[config.mk]
export PLATFORM = sky130hd
export DESIGN_NAME = sk_addsub_pipe
export DESIGN_NICKNAME = d
export VERILOG_FILES = /design/src/rtl/sk_pkg.sv /design/src/rtl/sk_addsub_pipe_cell.sv /design/src/rtl/sk_addsub_pipe.sv
export SDC_FILE = /design/constraint.sdc
export NUM_CORES = 1
export LEC_CHECK = 0
export BUFFER_PORTS_ARGS = -buffer_cell sky130_fd_sc_hd__buf_2
export CAP_MARGIN = 20
export CORE_MARGIN = 1.5
export CORE_UTILIZATION = 50
export CTS_BUF_LIST = sky130_fd_sc_hd__clkbuf_4 sky130_fd_sc_hd__clkbuf_8
export DETAILED_ROUTE_END_ITERATION = 12
export PLACE_DENSITY = 0.77
export SLEW_MARGIN = 20
export SYNTH_ARGS = -nofsm -noshare
export SYNTH_HDL_FRONTEND = slang
export SYNTH_SLANG_ARGS = --single-unit
[constraint.sdc]
create_clock -name clk -period 2.6 [get_ports clk]
set_input_delay 0.78 -clock clk [delete_from_list [all_inputs] [get_ports clk]]
set_output_delay 0.78 -clock clk [all_outputs]
set_load 0.1 [all_outputs]
[src/rtl/sk_pkg.sv]
// Shared helpers for the pipelined Sklansky add/sub: tree depth, latency and
// placement of the pipeline registers between prefix levels.
package sk_pkg;

  function automatic int clog2(input int n);
    int r;
    r = 0;
    while ((1 << r) < n) r++;
    return r;
  endfunction

  // Cycles from accept to out_valid when the pipe is not stalled.
  function automatic int lat_f(input int w, input int lps);
    int s;
    s = (clog2(w) + lps - 1) / lps;
    return (s < 1) ? 1 : s;
  endfunction

  // A register follows prefix level k (0-based) when it closes a group of
  // lps levels. The last level feeds the output register instead.
  function automatic bit is_reg_level(input int k, input int l, input int lps);
    return ((k + 1) % lps == 0) && (k + 1 < l);
  endfunction

endpackage

[src/rtl/sk_addsub_pipe_cell.sv]
// Prefix operator (g,p) o (g',p'). The grey variant is used where the combined
// group already reaches column 0, so its propagate is never consumed.
module sk_gp_cell #(
  parameter bit GREY = 1'b0
) (
  input  logic gi,
  input  logic pi,
  input  logic gj,
  input  logic pj,
  output logic go,
  output logic po
);
  assign go = gi | (pi & gj);
  if (GREY) begin : g_grey
    assign po = 1'b0 & pj;
  end else begin : g_black
    assign po = pi & pj;
  end
endmodule

[src/rtl/sk_addsub_pipe.sv]
// Pipelined Sklansky adder/subtractor with a global advance enable.
// Carry-in is folded into column 0 at level 0, so carry into bit i+1 is G[i:0].
module sk_addsub_pipe
  import sk_pkg::*;
#(
  parameter int WIDTH       = 64,
  parameter int LVL_PER_STG = 2
) (
  input  logic             clk,
  input  logic             rst_n,
  input  logic             in_valid,
  output logic             in_ready,
  input  logic [WIDTH-1:0] a,
  input  logic [WIDTH-1:0] b,
  input  logic             cin,
  input  logic             sub,
  output logic             out_valid,
  input  logic             out_ready,
  output logic [WIDTH-1:0] sum,
  output logic             cout,
  output logic             ovf
);
  localparam int L = clog2(WIDTH);
  localparam int N = 1 << L;

  logic             adv;
  logic [WIDTH-1:0] bb;
  logic             ci0;

  assign adv      = !out_valid | out_ready;
  assign in_ready = adv;
  assign bb       = b ^ {WIDTH{sub}};
  assign ci0      = cin ^ sub;

  // lv[k] holds the inputs to prefix level k; lv[L] feeds the output stage.
  for (genvar k = 0; k <= L; k++) begin : lv
    logic [N-1:0]     g, p;
    logic [WIDTH-1:0] pr;
    logic             c, v;

    if (k == 0) begin : g_src
      for (genvar i = 0; i < N; i++) begin : col
        if (i == 0) begin : g_c0
          assign g[i] = (a[0] & bb[0]) | ((a[0] ^ bb[0]) & ci0);
          assign p[i] = a[0] ^ bb[0];
        end else if (i < WIDTH) begin : g_live
          assign g[i] = a[i] & bb[i];
          assign p[i] = a[i] ^ bb[i];
        end else begin : g_pruned
          assign g[i] = 1'b0;
          assign p[i] = 1'b0;
        end
      end
      assign pr = a ^ bb;
      assign c  = ci0;
      assign v  = in_valid;
    end else begin : g_lvl
      localparam int M = k - 1;
      logic [N-1:0] gc, pc;

      for (genvar i = 0; i < N; i++) begin : col
        localparam int J = ((i >> M) << M) - 1;
        if ((((i >> M) & 1) == 1) && (i < WIDTH)) begin : g_op
          sk_gp_cell #(.GREY(i < (1 << k))) u_cell (
            .gi(lv[k-1].g[i]), .pi(lv[k-1].p[i]),
            .gj(lv[k-1].g[J]), .pj(lv[k-1].p[J]),
            .go(gc[i]),        .po(pc[i])
          );
        end else if (i < WIDTH) begin : g_pass
          assign gc[i] = lv[k-1].g[i];
          assign pc[i] = lv[k-1].p[i];
        end else begin : g_pruned
          assign gc[i] = 1'b0;
          assign pc[i] = 1'b0;
        end
      end

      if (is_reg_level(M, L, LVL_PER_STG)) begin : g_reg
        always_ff @(posedge clk or negedge rst_n) begin
          if (!rst_n) begin
            g  <= '0;
            p  <= '0;
            pr <= '0;
            c  <= 1'b0;
            v  <= 1'b0;
          end else if (adv) begin
            g  <= gc;
            p  <= pc;
            pr <= lv[k-1].pr;
            c  <= lv[k-1].c;
            v  <= lv[k-1].v;
          end
        end
      end else begin : g_wire
        assign g  = gc;
        assign p  = pc;
        assign pr = lv[k-1].pr;
        assign c  = lv[k-1].c;
        assign v  = lv[k-1].v;
      end
    end
  end

  logic [WIDTH:0] cy;
  assign cy = {lv[L].g[WIDTH-1:0], lv[L].c};

  always_ff @(posedge clk or negedge rst_n) begin
    if (!rst_n) begin
      out_valid <= 1'b0;
      sum       <= '0;
      cout      <= 1'b0;
      ovf       <= 1'b0;
    end else if (adv) begin
      out_valid <= lv[L].v;
      sum       <= lv[L].pr ^ cy[WIDTH-1:0];
      cout      <= cy[WIDTH];
      ovf       <= cy[WIDTH] ^ cy[WIDTH-1];
    end
  end

endmodule

# Word-level counts from Yosys, hierarchy flattened
# Index checks and enable logic that the tools add are counted.
[word_totals]
reg_bits = 437
input_bits = 134
output_inout_bits = 68
word_cells = 664
[classes]
bitwise_logic = 649
n_reduce_logical = 1
[ops]
columns = ["cell", "count"]
rows = [
  ["1-bit bitwise AND", 386],
  ["1-bit OR", 194],
  ["64-bit XOR", 3],
  ["1-bit XOR", 66],
  ["1-bit zero test", 1],
]

# Depth between registers and ports, before layout
[logic_depth]
depth_word = 8
mapped_depth = 9
depth_no_buf = 6

# Hierarchy
# From an unflattened synthesis, not the netlist that was laid out.
[hier_totals]
hier_cells = 1607
hier_area_um2 = 21770.9
[by_module_without_submodules]
columns = ["module", "instances", "cells_per_inst", "area_per_inst_um2", "seq_area_each_um2"]
rows = [
  ["sk_addsub_pipe", 1, 1160, 18651.6, 10485.1],
  ["sk_gp_cell (lv[1].g_lvl.col[11].g_op.u_cell ...)", 129, 2, 15.0, 0.0],
  ["sk_gp_cell (lv[1].g_lvl.col[1].g_op.u_cell ...)", 63, 3, 18.8, 0.0],
]

# Least setup slack after synthesis
# Ideal clock, no wire load.
[synth_path]
path_kind = "register to output"
start = "register out_valid"
end = "output in_ready"
arrival_ps = 2041
required_time_ps = 1820
setup_slack_ps = -221
stages_incl_launch_ff = 8
n_path_buf = 5
path_cell_list = "dfrtp_1 nor2b_4 buf_6 buf_6 inv_2 buf_6 buf_6 buf_2"
[synth_between]
elab_chain_len = 2
[synth_rtl]
columns = ["item", "line_no", "rtl"]
rows = [
  ["start: declaration", "sk_addsub_pipe.sv:17", "output logic out_valid,"],
  ["start signal: assignment", "sk_addsub_pipe.sv:114", "out_valid <= lv[L].v;"],
  ["1-bit zero test", "sk_addsub_pipe.sv:30", "assign adv = !out_valid | out_ready;"],
  ["1-bit OR", "sk_addsub_pipe.sv:30", ""],
  ["end: declaration", "sk_addsub_pipe.sv:12", "output logic in_ready,"],
]
# Every way passes these cells.

# Final worst setup path
# Same ends and word-level chain as after synthesis.

==> summary by stage <==
Drt
In the routed design, unresolved DRC markers number 0. Once detail routing completed, the nets flagged for antenna violations numbered 0. The post-detailed-routing wire length is 41500 um. The number of DRC violations after detailed-routing iteration 0 is 867. For this run, the detailed router's first-pass iteration total came to 5. Detailed routing inserted a total of 13964 vias. Dividing the detail-routed via count by the number of cells gives 5.25. After detailed routing, the average wire length per cell comes to 15.6 um.

Logic synthesis
By area the synthesized netlist is led by sky130_fd_sc_hd__dfrtp_1 (56%), sky130_fd_sc_hd__nand2_1 (14%), sky130_fd_sc_hd__xor2_1 (4.5%). Of the post-synthesis cell area, the dominant cell type holds 56.0%. The Yosys warning count is 0. In the post-synthesis netlist, the cell with the most instances is sky130_fd_sc_hd__nand2_1.

In this run the cell area of the synthesized design comes to 18600 um2. Yosys mapped a number of flops with a built-in enable equal to 0. For this run, the leading register cell type out of synthesis is sky130_fd_sc_hd__dfrtp_1.

Sequential elements use 56.0% of the synthesized area. sky130_fd_sc_hd__dfrtp_1 takes more of the synthesized area than any other cell. The share of flip-flops with an asynchronous set or reset is 100%.

After synthesis the netlist holds a flip-flop and latch count of 417. Counting instances in the post-synthesis netlist gives the leading cell types as sky130_fd_sc_hd__nand2_1 (699), sky130_fd_sc_hd__dfrtp_1 (417), sky130_fd_sc_hd__o21ai_0 (134). The number of standard cells after synthesis is 1931.

Each instance of the synthesized netlist takes up on average 9.64 um2. The number of different library cells used by synthesis comes to 38. The number of nets handed over by synthesis was 2131.

Placed design
During placement, the flow inserted port buffers numbering 201. The placer's final routability congestion estimate is 0.830. The half-perimeter wire length after detailed placement is 28100 um.

Critical path
The top fanout value on the critical path is 14. The critical path goes through nor2b_4 > inv_8 > buf_12. The endpoint identified for the worst register-to-register timing path is sum[29]$_DFFE_PN0P_. For this run, the slowest stage of the critical path takes 430 ps. The worst setup path is launched from a flop. STA classifies the critical path endpoint as an output pin. STA puts the critical path data required time at 1820 ps.

The worst setup path is of the flop to output pin kind. STA puts the critical path data arrival time at 1520 ps. In this run the critical register-to-register path is launched from out_valid$_DFFE_PN0P_. Across all register-to-register paths, the minimum setup slack is 730 ps. Counting cells, the worst reg-to-reg path comes to 5. The cell type of the slowest stage on the worst timing path is sky130_fd_sc_hd__dfrtp_2.

Global route
The initial antenna violation count was 1. The via count of the first global-routing pass is 13888. The sum of overflow across all layers after global routing is 0.

The first global-routing pass estimated 69000 um of wire. Entering global routing, the biggest net connects 75 pins. The combined global-route utilization of all metal layers is 22.2%.

Floorplan
The floorplan step defined a die boundary enclosing 38400 um2. The overall die height is 196 um. For this design the top-level I/O count stands at 202.

In this run the standard cell core region covers 36600 um2. In this run the horizontal extent of the chip is 196 um. The site row count is 70. The initial utilization of the core area, before any placement, comes to 50.9%.

Timing
The summed negative setup slack over all endpoints is 0 ps. The max-slew violation count is 0. The worst clock skew on the final layout is 21.4 ps. The number of hold-slack violations in the final timing report is 0. For the finished layout, the period the worst path requires is 2300 ps. Setup repair after global routing left no endpoint under its margin.

Headroom to the max-slew limit came out at 54.9%. Setup violations remaining at the end of the flow were counted as 0. Final hold analysis gives a worst-case slack of 156 ps. The share of the clock period used by the worst path is 88.5%. Based on the critical path, the design can be clocked at up to 0.434 GHz. For the pin with the worst max-slew slack, the measured transition is 676 ps.

Power
For this design the ratio of total power to cell area is 1200 nW/um2. The peak supply drop is 0.000955 V. The static leakage power is 11.1 nW.

Outcome
The flow ran to the end, and the final reports show no timing, DRC or antenna violations.

Hold path
The tightest min-delay check is of the input port to asynchronous set/reset pin type.

Finish
The repair_antennas step left the layout with diodes totalling 0. The post-layout net count is 2345. The area overhead of the layout relative to synthesis is 16.6%.

The post-route netlist has 17.7% of its cells at a drive strength greater than 1.

Clocking
The clock buffer count from CTS is 71. The total clock sinks is 417. The maximum level of the CTS H-tree is 3. Once the clock tree was built, the setup fixing pass inserted 0 buffers.

The clock tree root buffer cell is sky130_fd_sc_hd__clkbuf_8. The clock slew at the register clock pins of the worst setup and hold paths is 60 ps. The hold buffer count at cts is 0. In this run the deepest clock path goes through 3 buffers. The later pin in the worst-skew pair is clocked with a latency of 610 ps. TritonCTS built the clock tree. The number of resized instances in the post-cts repair step is 0.

Flow run
Across the run, the number of max-cap violations was 0.
per-stage QoR:
step | cells | worst slack (ps) | area (um2) | util [%] | total power, W
2_1_floorplan | 1931 | 118 | 18600 | - | 0.0178
3_3_place_gp | 2540 | 197 | 20200 | 55.1 | 0.0197
3_5_place_dp | 2540 | 134 | 20200 | 55.1 | 0.0200
4_1_cts | 2662 | 234 | 21700 | 59.3 | 0.0264
5_1_grt | 2662 | 234 | 21700 | 59.3 | 0.0277
6_report | 2662 | 298 | 21700 | 59.3 | 0.0261
power breakdown:
part | switching [W] | leakage, nW | internal (W) | total (W)
sequential | 0.00145 | 5.20 | 0.00862 | 0.0101
clock | 0.00264 | 0.796 | 0.00363 | 0.00627
combinational | 0.00728 | 5.10 | 0.00252 | 0.00981
total | 0.0114 | 11.1 | 0.0148 | 0.0261
layer usage:
| layer | vias to the layer above | track usage [%] | routed length (um) |
|---|---|---|---|
| met5 | - | 0 | 17 |
| met4 | 2 | 7.72 | 1060 |
| met3 | 77 | 3.97 | 2130 |
| met2 | 362 | 37.0 | 20200 |
| met1 | 6728 | 29.3 | 18100 |
| li1 | 6795 | - | - |
cell usage in the layout, fill, tap and decap left out, types with 2 or more instances in the layout:
cell / count
sky130_fd_sc_hd__nand2_1: 699
sky130_fd_sc_hd__dfrtp_1: 416
sky130_fd_sc_hd__buf_2: 198
sky130_fd_sc_hd__o21ai_0: 134
sky130_fd_sc_hd__xor2_1: 95
sky130_fd_sc_hd__a21oi_1: 92
sky130_fd_sc_hd__clkbuf_8: 91
sky130_fd_sc_hd__nor2_1: 84
sky130_fd_sc_hd__ha_1: 66
sky130_fd_sc_hd__a21o_1: 45
sky130_fd_sc_hd__nand3_1: 39
sky130_fd_sc_hd__buf_4: 27
sky130_fd_sc_hd__a22o_1: 21
sky130_fd_sc_hd__clkbuf_4: 21
sky130_fd_sc_hd__xnor2_1: 20
sky130_fd_sc_hd__buf_12: 20
sky130_fd_sc_hd__nor3_1: 14
sky130_fd_sc_hd__nand3b_1: 13
sky130_fd_sc_hd__nor3b_1: 13
sky130_fd_sc_hd__nand4b_1: 13
sky130_fd_sc_hd__a221oi_1: 12
sky130_fd_sc_hd__mux2_2: 11
sky130_fd_sc_hd__o211ai_1: 11
sky130_fd_sc_hd__and2_1: 4
sky130_fd_sc_hd__mux2_1: 4
sky130_fd_sc_hd__clkinvlp_4: 4
sky130_fd_sc_hd__and3_4: 3
sky130_fd_sc_hd__clkinv_2: 3
sky130_fd_sc_hd__a211oi_1: 2
sky130_fd_sc_hd__o211ai_2: 2
sky130_fd_sc_hd__bufinv_16: 2
area by class of cell:
| type | instances | area (um2) |
|---|---|---|
| clock buffers | 112 | 1410 |
| clock inverters | 10 | 114 |
| fillers | 3090 | 14900 |
| inverters | 2 | 15.0 |
| multi-input cells | 1407 | 7540 |
| flip-flops and latches | 417 | 10400 |
| well taps | 468 | 586 |
| repair buffers | 246 | 1610 |
worst max-delay path: cells and delay by family, from the launching register on:
| kind | cells | cell delay, ps |
|---|---|---|
| AND/OR/NAND/NOR | 1 | 160 |
| buffers and inverters | 2 | 320 |
| flip-flops | 1 | 430 |
worst max path at each step:
stage               slack (ps)  cells past startpoint                   from                 endpoint
global placement           200                      7                    sub  lv[2].g[42]$_DFFE_PN0P_
finish                     300                      3  out_valid$_DFFE_PN0P_                 in_ready
global route               230                      3  out_valid$_DFFE_PN0P_                 in_ready
detailed placement         130                      7                    sub  lv[2].g[50]$_DFFE_PN0P_
floorplan                  120                      8                    sub   lv[2].g[3]$_DFFE_PN0P_
CTS                        230                      3  out_valid$_DFFE_PN0P_                 in_ready
cell families (layout without fill, tap and decap cells):
group                      after synthesis  in the layout  synth area share (%)
AOI/OAI and AO/OA                      325            325                  10.4
buffers and inverters                  107            370                  3.47
DFF                                    417            417                  56.0
and+or+nand+nor                        886            886                  19.4
adders and majority gates               66             66                  4.43
xor gates and xnor gates               115            115                  5.41
muxes                                   15             15                 0.907
Note: power is estimated with default switching activity, not from simulation.
